**config.mk**
```make
export PLATFORM = sky130hd
export DESIGN_NAME = serial_add4
export DESIGN_NICKNAME = d
export VERILOG_FILES = /design/src/rtl/serial_add4.sv
export SDC_FILE = /design/constraint.sdc
export NUM_CORES = 1
export LEC_CHECK = 0
export ABC_CLOCK_PERIOD_IN_PS = 1610
export BUFFER_PORTS_ARGS = -buffer_cell sky130_fd_sc_hd__buf_4
export CAP_MARGIN = 20
export CORE_MARGIN = 1.5
export CORE_UTILIZATION = 40
export DETAILED_ROUTE_END_ITERATION = 8
export PLACE_DENSITY = 0.6
export SYNTH_ARGS = -nofsm -noshare
export SYNTH_HDL_FRONTEND = slang
export SYNTH_SLANG_ARGS = --single-unit
```
**constraint.sdc**
```tcl
create_clock -name clk -period 1.61 [get_ports clk]
set_input_delay 0.322 -clock clk [delete_from_list [all_inputs] [get_ports clk]]
set_output_delay 0.322 -clock clk [all_outputs]
set_load 0.02 [all_outputs]
```
**src/rtl/serial_add4.sv**
```systemverilog
// Bit-serial adder: {Cout,Sum} = A + B + Cin computed LSB first, one bit per clock.
// Define SERIAL_ADD4_OVF_EN to add the Ovf output (signed two's-complement overflow).
module serial_add4 #(
   parameter int WIDTH = 4
) (
   input  logic             clk,
   input  logic             reset,
   input  logic             start,
   input  logic [WIDTH-1:0] A,
   input  logic [WIDTH-1:0] B,
   input  logic             Cin,
   output logic [WIDTH-1:0] Sum,
   output logic             Cout,
`ifdef SERIAL_ADD4_OVF_EN
   output logic             Ovf,
`endif
   output logic             busy,
   output logic             done
);

   localparam int CW = (WIDTH > 1) ? $clog2(WIDTH) : 1;
   localparam logic [CW-1:0] LAST = CW'(WIDTH - 1);

   typedef enum logic [1:0] {IDLE, ADD, DONE} state_t;

   state_t           state_reg, state_next;
   logic [WIDTH-1:0] a_reg, a_next;
   logic [WIDTH-1:0] b_reg, b_next;
   logic             c_reg, c_next;
   logic [CW-1:0]    cnt_reg, cnt_next;
   logic [WIDTH-1:0] res_reg, res_next;
   logic [WIDTH-1:0] sum_reg, sum_next;
   logic             cout_reg, cout_next;
   logic             sum_bit, carry_bit;
`ifdef SERIAL_ADD4_OVF_EN
   logic             ovf_reg, ovf_next;
`endif

   always_ff @(posedge clk) begin
      if (reset) begin
         state_reg <= IDLE;
         a_reg     <= '0;
         b_reg     <= '0;
         c_reg     <= 1'b0;
         cnt_reg   <= '0;
         res_reg   <= '0;
         sum_reg   <= '0;
         cout_reg  <= 1'b0;
`ifdef SERIAL_ADD4_OVF_EN
         ovf_reg   <= 1'b0;
`endif
      end else begin
         state_reg <= state_next;
         a_reg     <= a_next;
         b_reg     <= b_next;
         c_reg     <= c_next;
         cnt_reg   <= cnt_next;
         res_reg   <= res_next;
         sum_reg   <= sum_next;
         cout_reg  <= cout_next;
`ifdef SERIAL_ADD4_OVF_EN
         ovf_reg   <= ovf_next;
`endif
      end
   end

   always_comb begin
      state_next = state_reg;
      a_next     = a_reg;
      b_next     = b_reg;
      c_next     = c_reg;
      cnt_next   = cnt_reg;
      res_next   = res_reg;
      sum_next   = sum_reg;
      cout_next  = cout_reg;
`ifdef SERIAL_ADD4_OVF_EN
      ovf_next   = ovf_reg;
`endif
      sum_bit    = a_reg[0] ^ b_reg[0] ^ c_reg;
      carry_bit  = (a_reg[0] & b_reg[0]) | (a_reg[0] & c_reg) | (b_reg[0] & c_reg);

      case (state_reg)
         IDLE, DONE: begin
            // DONE behaves like IDLE for a new request, so back-to-back starts lose no cycle.
            state_next = IDLE;
            if (start) begin
               a_next     = A;
               b_next     = B;
               c_next     = Cin;
               cnt_next   = '0;
               state_next = ADD;
            end
         end
         ADD: begin
            a_next   = a_reg >> 1;
            b_next   = b_reg >> 1;
            c_next   = carry_bit;
            res_next = {sum_bit, res_reg[WIDTH-1:1]};
            cnt_next = cnt_reg + 1'b1;
            if (cnt_reg == LAST) begin
               // Final bit: publish the completed result together with the carry-out.
               state_next = DONE;
               sum_next   = {sum_bit, res_reg[WIDTH-1:1]};
               cout_next  = carry_bit;
`ifdef SERIAL_ADD4_OVF_EN
               ovf_next   = c_reg ^ carry_bit;
`endif
            end
         end
         default: state_next = IDLE;
      endcase
   end

   assign Sum  = sum_reg;
   assign Cout = cout_reg;
`ifdef SERIAL_ADD4_OVF_EN
   assign Ovf  = ovf_reg;
`endif
   assign busy = (state_reg == ADD);
   assign done = (state_reg == DONE);

endmodule

```
# Word-level counts from Yosys, hierarchy flattened
# Index checks and enable logic that the tools add are counted.
[word_totals] reg_bits=22 inputBits=12 out_inout_bits=7 elab_cells=37
[op_classes] addsub=1 eq_ne=5 muxes=11 bitwise_logic=7 reduce_logical=5
[op_table] op="$pmux 4 s2" count=2
[op_table] op="$mux 4" count=2
[op_table] op="$pmux 2 s2" count=2
[op_table] op="$eq 2x2->1 const B" count=2
[op_table] op="$mux 2" count=2
[op_table] op="$reduce_and 2->1" count=2
[op_table] op="$and 1x1->1" count=3
[op_table] op="$add 2x1->2 const B" count=1
[op_table] op="$eq 2x1->1 const B" count=1
[op_table] op="$logic_not 2->1" count=1
[op_table] op="$mux 1" count=2
[op_table] op="$ne 2x1->1 const B" count=1
[op_table] op="$ne 2x2->1 const B" count=1
[op_table] op="$or 1x1->1" count=2
[op_table] op="$pmux 1 s2" count=1
[op_table] op="$reduce_bool 2->1" count=1
[op_table] op="$reduce_or 2->1" count=1
[op_table] op="$xor 1x1->1" count=2

# Longest topological paths before layout
[depth] word_depth=4 depth_mapped=5 depth_no_buf=4

# Least setup slack after synthesis
# No wires, ideal clock.
[synth_timing] path_type="reg-to-reg" start="reg a_reg[0]" end="reg sum_reg[3] (netlist: Sum[3])" setup_ns=0.070 arrival_time_ns=1.014 t_required_ns=1.540 path_slack_ns=0.525 path_stages_with_launch=4 path_buffers=0 period_less_slack_ns=1.085 path_cell_list="dfxtp_1 -> fa_1 -> nand3_1 -> a21oi_1"
[synth_via] elab_chain_cells=2
[synth_lines] element="start, declared" line_no="27" source="logic [WIDTH-1:0] a_reg, a_next;"
[synth_lines] element="start signal, assigned" line_no="54" source="a_reg <= a_next;"
[synth_lines] element="$xor 1x1->1 (2 in series)" line_no="79" source="sum_bit = a_reg[0] ^ b_reg[0] ^ c_reg;"
[synth_lines] element="named net sum_bit" line_no="34" source="logic sum_bit, carry_bit;"
[synth_lines] element="end signal, assigned" line_no="59" source="sum_reg <= sum_next;"
[synth_lines] element="end, declared" line_no="32" source="logic [WIDTH-1:0] sum_reg, sum_next;"
# The timed path passes the listed nets, and every way through them passes these cells.
# A chain may end at the register's enable or synchronous reset.

# Worst setup path in the final report
[layout_timing] start="reg state_reg[0]" end="out busy"
[layout_via] elab_chain_cells=1
[layout_lines] element="start, declared" line_no="26" source="state_t state_reg, state_next;"
[layout_lines] element="start signal, assigned" line_no="53" source="state_reg <= state_next;"
[layout_lines] element="$eq 2x1->1" line_no="119" source="assign busy = (state_reg == ADD);"
[layout_lines] element="end, declared" line_no="17" source="output logic busy,"
# No other way between the ends.

==> flow_summary.rst <==
.. list-table::
   :header-rows: 1

   * - Metric
     - Value
   * - Count of H-tree levels built during CTS
     - 1
   * - Crit-path slowest cell
     - dfxtp_1
   * - Largest cells by area after synthesis
     - dfxtp_1 (49%), nand2_1 (12%), a311oi_1 (7.2%), a21oi_1 (7.0%), nand3_1 (5.3%)
   * - Final hold violation count
     - 0
   * - Most area-hungry cell type in the Yosys netlist
     - dfxtp_1
   * - Root Buffer
     - clkbuf_4
   * - Number of iterations in the first detailed-routing pass
     - 4
   * - Total number of vias
     - 734
   * - Avg Synthesized Cell Area
     - 8.30 µm²
   * - Number of clock sinks
     - 21
   * - Number of resized instances in the post-cts repair step
     - 0
   * - Number of violations reported at the end of detailed-routing iteration 0
     - 6
   * - Final standard cell count with taps included and fillers excluded
     - 149
   * - Accumulated negative setup slack
     - 0 ns
   * - Maximum clock rate
     - around 0.75 GHz
   * - Initial antenna violation count
     - 0
   * - Commonest cells in the synthesized netlist
     - nand2_1 (28), dfxtp_1 (21), a21oi_1 (12)
   * - Post-CTS setup-driven buffer insertion count
     - 0
   * - Setup clock skew after layout
     - around 0.0030 ns
   * - Die outline width
     - 49.2 µm
   * - Post-synthesis instance area
     - 855 µm²
   * - Count of final max-slew check failures
     - 0
   * - Net count, final
     - 137
   * - Wire length of the first global-routing pass
     - around 2.9 mm
   * - Count of antenna diodes in the layout
     - 0
   * - Peak ir drop on the vdd network
     - 0.514 mV
   * - Category of the worst setup path capture point
     - primary output
   * - Post-Syn Nets
     - between 100 and 150
   * - Standard cell core area
     - 0.00198 mm²
   * - Main synth FF type
     - dfxtp_1
   * - DPL Wire Length
     - 1.12 mm
   * - Power density over the cells
     - around 910 mW/mm²
   * - Average wire per cell in the routed design
     - 10.8 µm
   * - Data required time of the worst path
     - 1.29 ns
   * - Sequential cell area fraction in the yosys report
     - 49.2%
   * - Minimum clock period
     - ~1.3 ns
   * - Number of maximum-capacitance constraint violations
     - 0
   * - Pin count of the biggest net entering global routing
     - 23
   * - Signed area change from the synthesized netlist to the final layout
     - 21.4%
   * - Standby leakage power
     - 0.425 nW
   * - Yosys warning count
     - 0
   * - Hold_buf cts
     - 0
   * - Fraction of layout cells with a size suffix above 1
     - between 20% and 30%
   * - Area post-placement
     - 0.00101 mm²
   * - Post-synth EDFFs
     - 0
   * - Endpoint arrival time on the critical path
     - 1.00 ns
   * - Combined global-route utilization of all metal layers
     - 15.0%
   * - Area share of the leading cell type in the synthesized netlist
     - 49.2%
   * - Final clock period utilization by the worst path
     - 82.4%
   * - Async set or reset register ratio after synthesis
     - 0%
   * - Via-per-instance ratio
     - roughly 4.9
   * - Congestion Overflow GR
     - 0
   * - Crit Path Class
     - reg -> out
   * - Clock tree from TritonCTS
     - built
   * - Antenna-violating nets left
     - 0
   * - Clock edge transition at the registers on the reported setup and hold paths
     - 0.11 ns
   * - Placed Instances
     - between 100 and 150
   * - Clock latency on the worst-skew pair
     - between 0.2 and 0.3 ns
   * - Max_slew headroom
     - 84.0%
   * - Library cell with the highest instance count after synthesis
     - nand2_1
   * - Final non-filler cell area
     - 0.00104 mm²
   * - Unrepaired setup endpoints after global routing
     - false
   * - Count of input and output buffers
     - 18
   * - Type of the worst min-delay path
     - in -> reg
   * - Fill cells
     - 206
   * - Area enclosed by the die boundary
     - 0.00242 mm²
   * - Status
     - finished, final reports clean
   * - Number of buffers added by the clock tree synthesis step
     - 3
   * - Cell count after synthesis
     - 103
   * - Die Y
     - about 49 µm
   * - Row Count
     - 16
   * - Count of pins on the block boundary
     - 19
   * - Maximum root-to-sink buffer count
     - 2
   * - Effective utilization at floorplan
     - 43.1%
   * - Number of endpoints failing setup at the final stage
     - 0
   * - Crit-path max FO
     - 5
   * - Stage delay of the slowest cell on the critical path
     - 0.42 ns
   * - Yosys reg bits
     - 21
   * - Cells traversed along the worst timing path
     - nand2b_1, inv_1, buf_4
   * - Total power
     - 943 µW
   * - Yosys cell types
     - 18
   * - Number of global-route vias before repair
     - 700
   * - Sort of element at the start of the critical path
     - register
   * - Wire length after detailed routing
     - around 1.6 mm
   * - Residual DRC count
     - 0
   * - Slew at the pin closest to its max-slew limit
     - around 0.24 ns
   * - Gpl congestion
     - 0.699
-- report_power, final --
group          switching [mW]  total [mW]  internal (mW)
combinational          0.0728       0.134         0.0608
sequential             0.0186       0.567          0.548
clock                   0.150       0.243         0.0923
total                   0.242       0.943          0.701
-- kinds of logic (layout without fill, tap and decap cells) --
| group | after synthesis | after routing | share of synthesized area [%] |
|---|---|---|---|
| buf+inv | 8 | 27 | 5.56 |
| simple gates | 52 | 52 | 26.4 |
| compound gates | 20 | 20 | 15.1 |
| flops | 21 | 21 | 49.2 |
| fa+ha+maj | 2 | 2 | 3.81 |
-- layout make-up --
class	count	area [µm²]	share of cell area [%]
clock inverter	1	5.00	0.483
timing repair buffer	22	165	15.9
multi-input combinational	74	387	37.3
clock buffer	3	22.5	2.17
tap	27	33.8	3.26
sequential	21	420	40.5
inverter	1	3.75	0.362
-- critical path: cells and delay by family, from the launching register on --
kind | cells | cell delay, ns
buffers and inverters | 2 | 0.20
flip-flops | 1 | 0.42
AND/OR/NAND/NOR | 1 | 0.09
-- cells in the final DEF, fill, tap and decap left out, drive strengths merged --
cell type	instances
clkinv	1
or2b	1
nor2b	2
nand2b	2
nor2	9
nand3	9
dfxtp	21
nand3b	1
ha	1
a21oi	12
o21a	1
inv	1
buf	22
fa	1
a311oi	7
clkbuf	3
nand2	28
-- per-stage QoR --
stage	util (%)	worst slack, ns	hold WS [ns]
2_1_floorplan	-	0.525	0.394
3_3_place_gp	50.9	0.477	0.445
3_5_place_dp	50.9	0.448	0.449
4_1_cts	52.3	0.269	0.257
5_1_grt	52.3	0.169	0.278
6_report	52.3	0.284	0.266
-- per-layer routing --
layer	GRT usage [%]	wire length [µm]	vias to the layer above
met4	5.71	14	0
li1	-	-	385
met2	22.7	733	10
met5	0	0	-
met1	20.8	809	337
met3	3.07	52	2
-- path summary, 6_finish.rpt --
check / startpoint / endpoint / slack (ns) / cells after the start
worst min-delay path: B[3] / b_reg[3] / 0.27 / 3
worst max-delay path: state_reg[0] / busy / 0.28 / 3
worst min register to register: Sum[2] / Sum[2] / 0.46 / 2
worst max register to register: a_reg[0] / Sum[3] / 0.46 / 3
Power figures use the tool's default switching activity.
